`src/rtl/cpu_pkg.sv`:
```
// Shared opcode constants, sequencer state encoding, instruction classes and
// bus/load-enable bit positions for the control unit.
package cpu_pkg;

  typedef enum logic [3:0] {
    S_T0   = 4'd0,
    S_T1   = 4'd1,
    S_T2   = 4'd2,
    S_T3   = 4'd3,
    S_T4   = 4'd4,
    S_T5   = 4'd5,
    S_T6   = 4'd6,
    S_T7   = 4'd7,
    S_HALT = 4'd8
  } state_t;

  typedef enum logic [3:0] {
    IC_NOP, IC_ALU, IC_IMM, IC_NEGNOT, IC_LD, IC_LDI, IC_ST, IC_BR,
    IC_JR, IC_JAL, IC_IN, IC_OUT, IC_MFHI, IC_MFLO, IC_MULDIV, IC_HALT
  } iclass_t;

  localparam logic [4:0] OP_LD   = 5'b00000;
  localparam logic [4:0] OP_LDI  = 5'b00001;
  localparam logic [4:0] OP_ST   = 5'b00010;
  localparam logic [4:0] OP_ADD  = 5'b00011;
  localparam logic [4:0] OP_ROL  = 5'b01011;
  localparam logic [4:0] OP_ADDI = 5'b01100;
  localparam logic [4:0] OP_ORI  = 5'b01110;
  localparam logic [4:0] OP_MUL  = 5'b01111;
  localparam logic [4:0] OP_DIV  = 5'b10000;
  localparam logic [4:0] OP_NEG  = 5'b10001;
  localparam logic [4:0] OP_NOT  = 5'b10010;
  localparam logic [4:0] OP_BR   = 5'b10011;
  localparam logic [4:0] OP_JR   = 5'b10100;
  localparam logic [4:0] OP_JAL  = 5'b10101;
  localparam logic [4:0] OP_IN   = 5'b10110;
  localparam logic [4:0] OP_OUT  = 5'b10111;
  localparam logic [4:0] OP_MFHI = 5'b11000;
  localparam logic [4:0] OP_MFLO = 5'b11001;
  localparam logic [4:0] OP_NOP  = 5'b11010;
  localparam logic [4:0] OP_HALT = 5'b11011;

  localparam int unsigned BUS_W = 8;
  localparam int unsigned RIN_W = 10;

  // bus_out_en bit positions
  localparam int unsigned BUS_HI  = 7;
  localparam int unsigned BUS_LO  = 6;
  localparam int unsigned BUS_ZHI = 5;
  localparam int unsigned BUS_ZLO = 4;
  localparam int unsigned BUS_PC  = 3;
  localparam int unsigned BUS_MDR = 2;
  localparam int unsigned BUS_INP = 1;
  localparam int unsigned BUS_C   = 0;

  // reg_in_en bit positions
  localparam int unsigned RIN_HI   = 9;
  localparam int unsigned RIN_LO   = 8;
  localparam int unsigned RIN_ZHI  = 7;
  localparam int unsigned RIN_ZLO  = 6;
  localparam int unsigned RIN_PC   = 5;
  localparam int unsigned RIN_MDR  = 4;
  localparam int unsigned RIN_OUTP = 3;
  localparam int unsigned RIN_Y    = 2;
  localparam int unsigned RIN_MAR  = 1;
  localparam int unsigned RIN_IR   = 0;

endpackage

```
`src/rtl/instr_class_decode.sv`:
```
// Combinational opcode classifier. MUL_DIV_EN selects whether mul/div are
// real instructions or fall back to nop.
module instr_class_decode
  import cpu_pkg::*;
(
  input  logic [4:0] opcode,
  output iclass_t    iclass
);

  always_comb begin
    iclass = IC_NOP;
    if (opcode >= OP_ADD && opcode <= OP_ROL) begin
      iclass = IC_ALU;
    end else if (opcode >= OP_ADDI && opcode <= OP_ORI) begin
      iclass = IC_IMM;
    end else begin
      case (opcode)
        OP_LD:          iclass = IC_LD;
        OP_LDI:         iclass = IC_LDI;
        OP_ST:          iclass = IC_ST;
        OP_MUL, OP_DIV: begin
`ifdef MUL_DIV_EN
          iclass = IC_MULDIV;
`else
          iclass = IC_NOP;
`endif
        end
        OP_NEG, OP_NOT: iclass = IC_NEGNOT;
        OP_BR:          iclass = IC_BR;
        OP_JR:          iclass = IC_JR;
        OP_JAL:         iclass = IC_JAL;
        OP_IN:          iclass = IC_IN;
        OP_OUT:         iclass = IC_OUT;
        OP_MFHI:        iclass = IC_MFHI;
        OP_MFLO:        iclass = IC_MFLO;
        OP_HALT:        iclass = IC_HALT;
        default:        iclass = IC_NOP;
      endcase
    end
  end

endmodule

```
`src/rtl/control_unit.sv`:
```
// Hardwired T0..T7 sequencer with HALT state. Optional mul/div sequences are
// enabled by defining MUL_DIV_EN.
module control_unit
  import cpu_pkg::*;
(
  input  logic              clock,
  input  logic              clear,
  input  logic [31:0]       ir,
  input  logic              branch_compare,
  input  logic              stop,
  output logic              gra,
  output logic              grb,
  output logic              grc,
  output logic              rin,
  output logic              rout,
  output logic              ba_out,
  output logic [BUS_W-1:0]  bus_out_en,
  output logic [RIN_W-1:0]  reg_in_en,
  output logic              read,
  output logic              write,
  output logic              inc_pc,
  output logic              con_in,
  output logic [4:0]        alu_op,
  output logic              run
);

  state_t     state, state_next;
  logic       halt_lock, lock_next;
  logic       done;
  logic [4:0] op_q, opcode;
  iclass_t    iclass;
  logic       ir_unused;

  assign ir_unused = ^ir[26:0];

  // Opcode is taken live in T3 and held for the remaining steps
  assign opcode = (state == S_T3) ? ir[31:27] : op_q;

  instr_class_decode u_decode (
    .opcode (opcode),
    .iclass (iclass)
  );

  always_ff @(posedge clock or negedge clear) begin
    if (!clear) begin
      state     <= S_T0;
      halt_lock <= 1'b0;
    end else begin
      state     <= state_next;
      halt_lock <= lock_next;
    end
  end

  always_ff @(posedge clock) begin
    if (state == S_T3) op_q <= ir[31:27];
  end

  always_comb begin
    state_next = state;
    lock_next  = halt_lock;
    done       = 1'b0;
    gra = 1'b0; grb = 1'b0; grc = 1'b0; rin = 1'b0; rout = 1'b0; ba_out = 1'b0;
    bus_out_en = '0;
    reg_in_en  = '0;
    read = 1'b0; write = 1'b0; inc_pc = 1'b0; con_in = 1'b0;
    alu_op = '0;
    run    = 1'b1;

    case (state)
      S_T0: begin
        bus_out_en[BUS_PC] = 1'b1;
        reg_in_en[RIN_MAR] = 1'b1;
        reg_in_en[RIN_ZLO] = 1'b1;
        inc_pc     = 1'b1;
        state_next = S_T1;
      end
      S_T1: begin
        bus_out_en[BUS_ZLO] = 1'b1;
        reg_in_en[RIN_PC]   = 1'b1;
        reg_in_en[RIN_MDR]  = 1'b1;
        read       = 1'b1;
        state_next = S_T2;
      end
      S_T2: begin
        bus_out_en[BUS_MDR] = 1'b1;
        reg_in_en[RIN_IR]   = 1'b1;
        state_next = S_T3;
      end
      S_HALT: begin
        run = 1'b0;
        if (!halt_lock && !stop) state_next = S_T0;
      end
      default: begin
        // Execute steps advance by one; the last step of each class sets done
        state_next = state_t'({1'b0, state[2:0] + 3'd1});
        case (iclass)
          IC_ALU, IC_IMM: begin
            case (state)
              S_T3: begin grb = 1'b1; rout = 1'b1; reg_in_en[RIN_Y] = 1'b1; end
              S_T4: begin
                if (iclass == IC_ALU) begin grc = 1'b1; rout = 1'b1; end
                else bus_out_en[BUS_C] = 1'b1;
                alu_op = opcode;
                reg_in_en[RIN_ZLO] = 1'b1;
              end
              default: begin
                bus_out_en[BUS_ZLO] = 1'b1; gra = 1'b1; rin = 1'b1; done = 1'b1;
              end
            endcase
          end
          IC_NEGNOT: begin
            if (state == S_T3) begin
              grb = 1'b1; rout = 1'b1; alu_op = opcode; reg_in_en[RIN_ZLO] = 1'b1;
            end else begin
              bus_out_en[BUS_ZLO] = 1'b1; gra = 1'b1; rin = 1'b1; done = 1'b1;
            end
          end
          IC_LD, IC_LDI, IC_ST: begin
            case (state)
              S_T3: begin grb = 1'b1; ba_out = 1'b1; reg_in_en[RIN_Y] = 1'b1; end
              S_T4: begin
                bus_out_en[BUS_C] = 1'b1; alu_op = OP_ADD; reg_in_en[RIN_ZLO] = 1'b1;
              end
              S_T5: begin
                bus_out_en[BUS_ZLO] = 1'b1;
                if (iclass == IC_LDI) begin gra = 1'b1; rin = 1'b1; done = 1'b1; end
                else reg_in_en[RIN_MAR] = 1'b1;
              end
              S_T6: begin
                if (iclass == IC_ST) begin
                  gra = 1'b1; rout = 1'b1; write = 1'b1; done = 1'b1;
                end else begin
                  read = 1'b1; reg_in_en[RIN_MDR] = 1'b1;
                end
              end
              default: begin
                bus_out_en[BUS_MDR] = 1'b1; gra = 1'b1; rin = 1'b1; done = 1'b1;
              end
            endcase
          end
          IC_BR: begin
            case (state)
              S_T3: begin gra = 1'b1; rout = 1'b1; con_in = 1'b1; end
              S_T4: begin bus_out_en[BUS_PC] = 1'b1; reg_in_en[RIN_Y] = 1'b1; end
              S_T5: begin
                bus_out_en[BUS_C] = 1'b1; alu_op = OP_ADD; reg_in_en[RIN_ZLO] = 1'b1;
              end
              default: begin
                if (branch_compare) begin
                  bus_out_en[BUS_ZLO] = 1'b1; reg_in_en[RIN_PC] = 1'b1;
                end
                done = 1'b1;
              end
            endcase
          end
          IC_JR: begin gra = 1'b1; rout = 1'b1; reg_in_en[RIN_PC] = 1'b1; done = 1'b1; end
          IC_JAL: begin
            // Link step: PC onto the bus with rin while the select logic forces R15
            if (state == S_T3) begin
              bus_out_en[BUS_PC] = 1'b1; rin = 1'b1;
            end else begin
              gra = 1'b1; rout = 1'b1; reg_in_en[RIN_PC] = 1'b1; done = 1'b1;
            end
          end
          IC_IN:   begin bus_out_en[BUS_INP] = 1'b1; gra = 1'b1; rin = 1'b1; done = 1'b1; end
          IC_OUT:  begin gra = 1'b1; rout = 1'b1; reg_in_en[RIN_OUTP] = 1'b1; done = 1'b1; end
          IC_MFHI: begin bus_out_en[BUS_HI] = 1'b1; gra = 1'b1; rin = 1'b1; done = 1'b1; end
          IC_MFLO: begin bus_out_en[BUS_LO] = 1'b1; gra = 1'b1; rin = 1'b1; done = 1'b1; end
`ifdef MUL_DIV_EN
          IC_MULDIV: begin
            case (state)
              S_T3: begin gra = 1'b1; rout = 1'b1; reg_in_en[RIN_Y] = 1'b1; end
              S_T4: begin
                grb = 1'b1; rout = 1'b1; alu_op = opcode;
                reg_in_en[RIN_ZLO] = 1'b1; reg_in_en[RIN_ZHI] = 1'b1;
              end
              S_T5: begin bus_out_en[BUS_ZLO] = 1'b1; reg_in_en[RIN_LO] = 1'b1; end
              default: begin
                bus_out_en[BUS_ZHI] = 1'b1; reg_in_en[RIN_HI] = 1'b1; done = 1'b1;
              end
            endcase
          end
`endif
          IC_HALT: begin
            state_next = S_HALT;
            lock_next  = 1'b1;
          end
          default: done = 1'b1;
        endcase
      end
    endcase

    if (done) state_next = stop ? S_HALT : S_T0;

    // Reset forces every strobe low immediately, independent of the clock
    if (!clear) begin
      gra = 1'b0; grb = 1'b0; grc = 1'b0; rin = 1'b0; rout = 1'b0; ba_out = 1'b0;
      bus_out_en = '0;
      reg_in_en  = '0;
      read = 1'b0; write = 1'b0; inc_pc = 1'b0; con_in = 1'b0;
      alu_op = '0;
      run    = 1'b1;
    end
  end

endmodule

```
`config.mk`:
```
export PLATFORM = sky130hd
export DESIGN_NAME = control_unit
export DESIGN_NICKNAME = d
export VERILOG_FILES = /design/src/rtl/cpu_pkg.sv /design/src/rtl/instr_class_decode.sv /design/src/rtl/control_unit.sv
export SDC_FILE = /design/constraint.sdc
export NUM_CORES = 1
export LEC_CHECK = 0
export ABC_AREA = 1
export CAP_MARGIN = 20
export CORE_MARGIN = 2
export CORE_UTILIZATION = 40
export DETAILED_ROUTE_END_ITERATION = 10
export PLACE_DENSITY = 0.81
export SKIP_CTS_REPAIR_TIMING = 1
export SLEW_MARGIN = 40
export SYNTH_ARGS = -nofsm -noshare
export SYNTH_HDL_FRONTEND = slang
export SYNTH_HIERARCHICAL = 1
export SYNTH_SLANG_ARGS = --single-unit
```
`constraint.sdc`:
```
create_clock -name clock -period 3.7 [get_ports clock]
set_input_delay 0.37 -clock clock [delete_from_list [all_inputs] [get_ports clock]]
set_output_delay 0.37 -clock clock [all_outputs]
set_load 0.1 [all_outputs]
```
==> impl_metrics.json <==
{
  "status": "complete, no violations",
  "cp_common_cell": "nand2_1",
  "multi_input_area_um2": 1080,
  "clock_path_buffers": 2,
  "syn2layout_area_growth_pct": 65.4,
  "place_hpwl_mm": 3.36,
  "crit_path_top_delay_cell": "dfrtp_1",
  "path_clk_slew_ps": 70,
  "endpoint_kind": "output pin",
  "worstSetupPathType": "register to output pin",
  "holdWs_ps": 376,
  "grt_use_total_pct": 21.9,
  "wirelength_mm": 4.31,
  "grt_first_pass_wirelength_mm": 7.23,
  "path_buf_inv": 3,
  "wire_per_inst_um": 12.6,
  "grt_overflow_total": 0,
  "clock-root-buffer": "clkbuf_4",
  "fin_skew_ps": 0.293,
  "synth_seq_area_share_pct": 16.7,
  "cts_made_buffers": 3,
  "drcViolationCount": 0,
  "num_rows": 21,
  "hold_class": "input port to async pin",
  "die-area_um2": 3860,
  "insertion_delay_ps": 270,
  "fmax_mhz": 283,
  "postRouteAntennaNets": 0,
  "drt_iter0_drc": 116,
  "synth.ff_latch_count": 10,
  "synth_cell_type_count": 33,
  "vias": 1805,
  "start_util_pct": 41.2,
  "finalHoldViolCount": 0,
  "crit_fanout": 8,
  "first_pass_iters": 5,
  "synth_edf_count": 0,
  "die_x_um": 62.2,
  "die_h_um": 62.2,
  "synth_flop_cell": "dfxtp_1",
  "final_net_count": 338,
  "finalSetupViolations": 0,
  "regArea_um2": 225,
  "diodes": 0,
  "post-route-period-util_pct": 95.6,
  "gp_congestion": 0.918,
  "synthArstFlopShare_pct": 50.0,
  "yosys-top-cells-count": "nand2_1, nor2_1, inv_1",
  "required_ps": 3330,
  "yosys_warnings": 6,
  "grt_pass1_vias": 1623,
  "drv_slew": 0,
  "synthCells": 255,
  "crit_family": "simple AND/OR/NAND/NOR gates",
  "io_buffers": 38,
  "core_um2": 3280,
  "cts_tree": "built",
  "max_cap_viol_count": 0,
  "slowest_delay_ps": 410,
  "synth_most_common_cell": "nand2_1",
  "synth_top_area_cell": "nand2_1",
  "start_kind": "register",
  "grt_max_degree": 11,
  "yosys.area.top_type_share_pct": 18.6,
  "netlist_top_cells_area": "nand2_1, nor2_1, inv_1",
  "cts_sinks": 10,
  "crit_chain": "ha_2 -> nand2_4 -> buf_4 -> nand2_1 -> nand2_2 -> nand2_1 -> nand2_1 -> nor2_1 -> nand2_1 -> nand2_2 -> inv_1 -> nor2_2 -> nand2_2 -> a21oi_2 -> a21oi_1 -> a21oi_2 -> buf_12",
  "drive_above_1_share_pct": 31.3,
  "vias_per_cell": 5.26,
  "htree_levels": 1,
  "finalCriticalPeriod_ps": 3540,
  "synth.cell_area_um2": 1350,
  "postSynthAreaPerCell_um2": 5.30,
  "io-pin-count": 70,
  "rsz0062_at_grt": "true",
  "crit_arrival_ps": 3170,
  "antenna_found_initial": 0,
  "fillers": 259
}
## per-stage QoR
step	area (µm²)	util, %	worst slack (ps)	cells	TNS, ps
finish	2240	68.1	164	343	0
global placement	2090	63.6	33.2	337	0
global route	2240	68.1	-46.0	343	-182
detailed placement	2090	63.6	-131	337	-519
CTS	2120	64.7	-449	341	-4080
floorplan	1420	-	30.5	258	0
## cells by family after synthesis
kind of cell             share of synthesized area [%]
adder cells (fa/ha/maj)                           3.70
other                                            0.277
AO/OA/AOI/OAI                                     16.8
AND/OR/NAND/NOR                                   46.9
buffers and inverters                             15.6
flip-flops                                        16.7
## path summary, 6_finish.rpt
kind                                       start               endpoint  slack, ps  depth (start not counted)
min reg2reg                halt_lock$_DFFE_PN0P_  halt_lock$_DFFE_PN0P_        490                          2
min in group clock         halt_lock$_DFFE_PN0P_  halt_lock$_DFFE_PN0P_        490                          2
max reg2reg                 state[0]$_DFFE_PN0P_   state[0]$_DFFE_PN0P_        850                         16
min                                        clear   state[0]$_DFFE_PN0P_        380                          1
max                         state[0]$_DFFE_PN0P_              alu_op[0]        160                         17
max in group asynchronous                  clear  halt_lock$_DFFE_PN0P_       3060                          1
## registers in the layout (all words and copies together), names as in the netlist
signal	count
op_q	5
state	4
halt_lock	1
## layout make-up
class                   instances  area share, %
flip-flops and latches         10           10.1
multi-input cells             198           48.4
inverters                      43           7.21
well taps                      46           2.57
repair buffers                 42           30.1
clock buffers                   4           1.62
## placed cells by master (no fill, tap or decap), types with 6 or more instances in the layout
cell type	instances
o21ai_0	6
a21oi_1	13
a21oi_2	7
inv_1	33
nand3_1	11
nor2_1	43
nor2_2	8
nand2_2	11
nand2_1	57
buf_12	27
buf_4	7
inv_2	9
clkdlybuf4s50_1	8
## per-layer routing
metal	routed length (µm)	up-vias	global-route usage [%]	part of all wire [%]
li1	-	878	-	-
met1	1790	810	30.1	41
met2	2080	106	36.8	48
met3	338	11	3.08	7.8
met4	105	0	4.44	2.4
met5	0	-	0	0
Power is not shown: default switching activity piles up to over one toggle a cycle in this logic, so the estimate is an artifact.
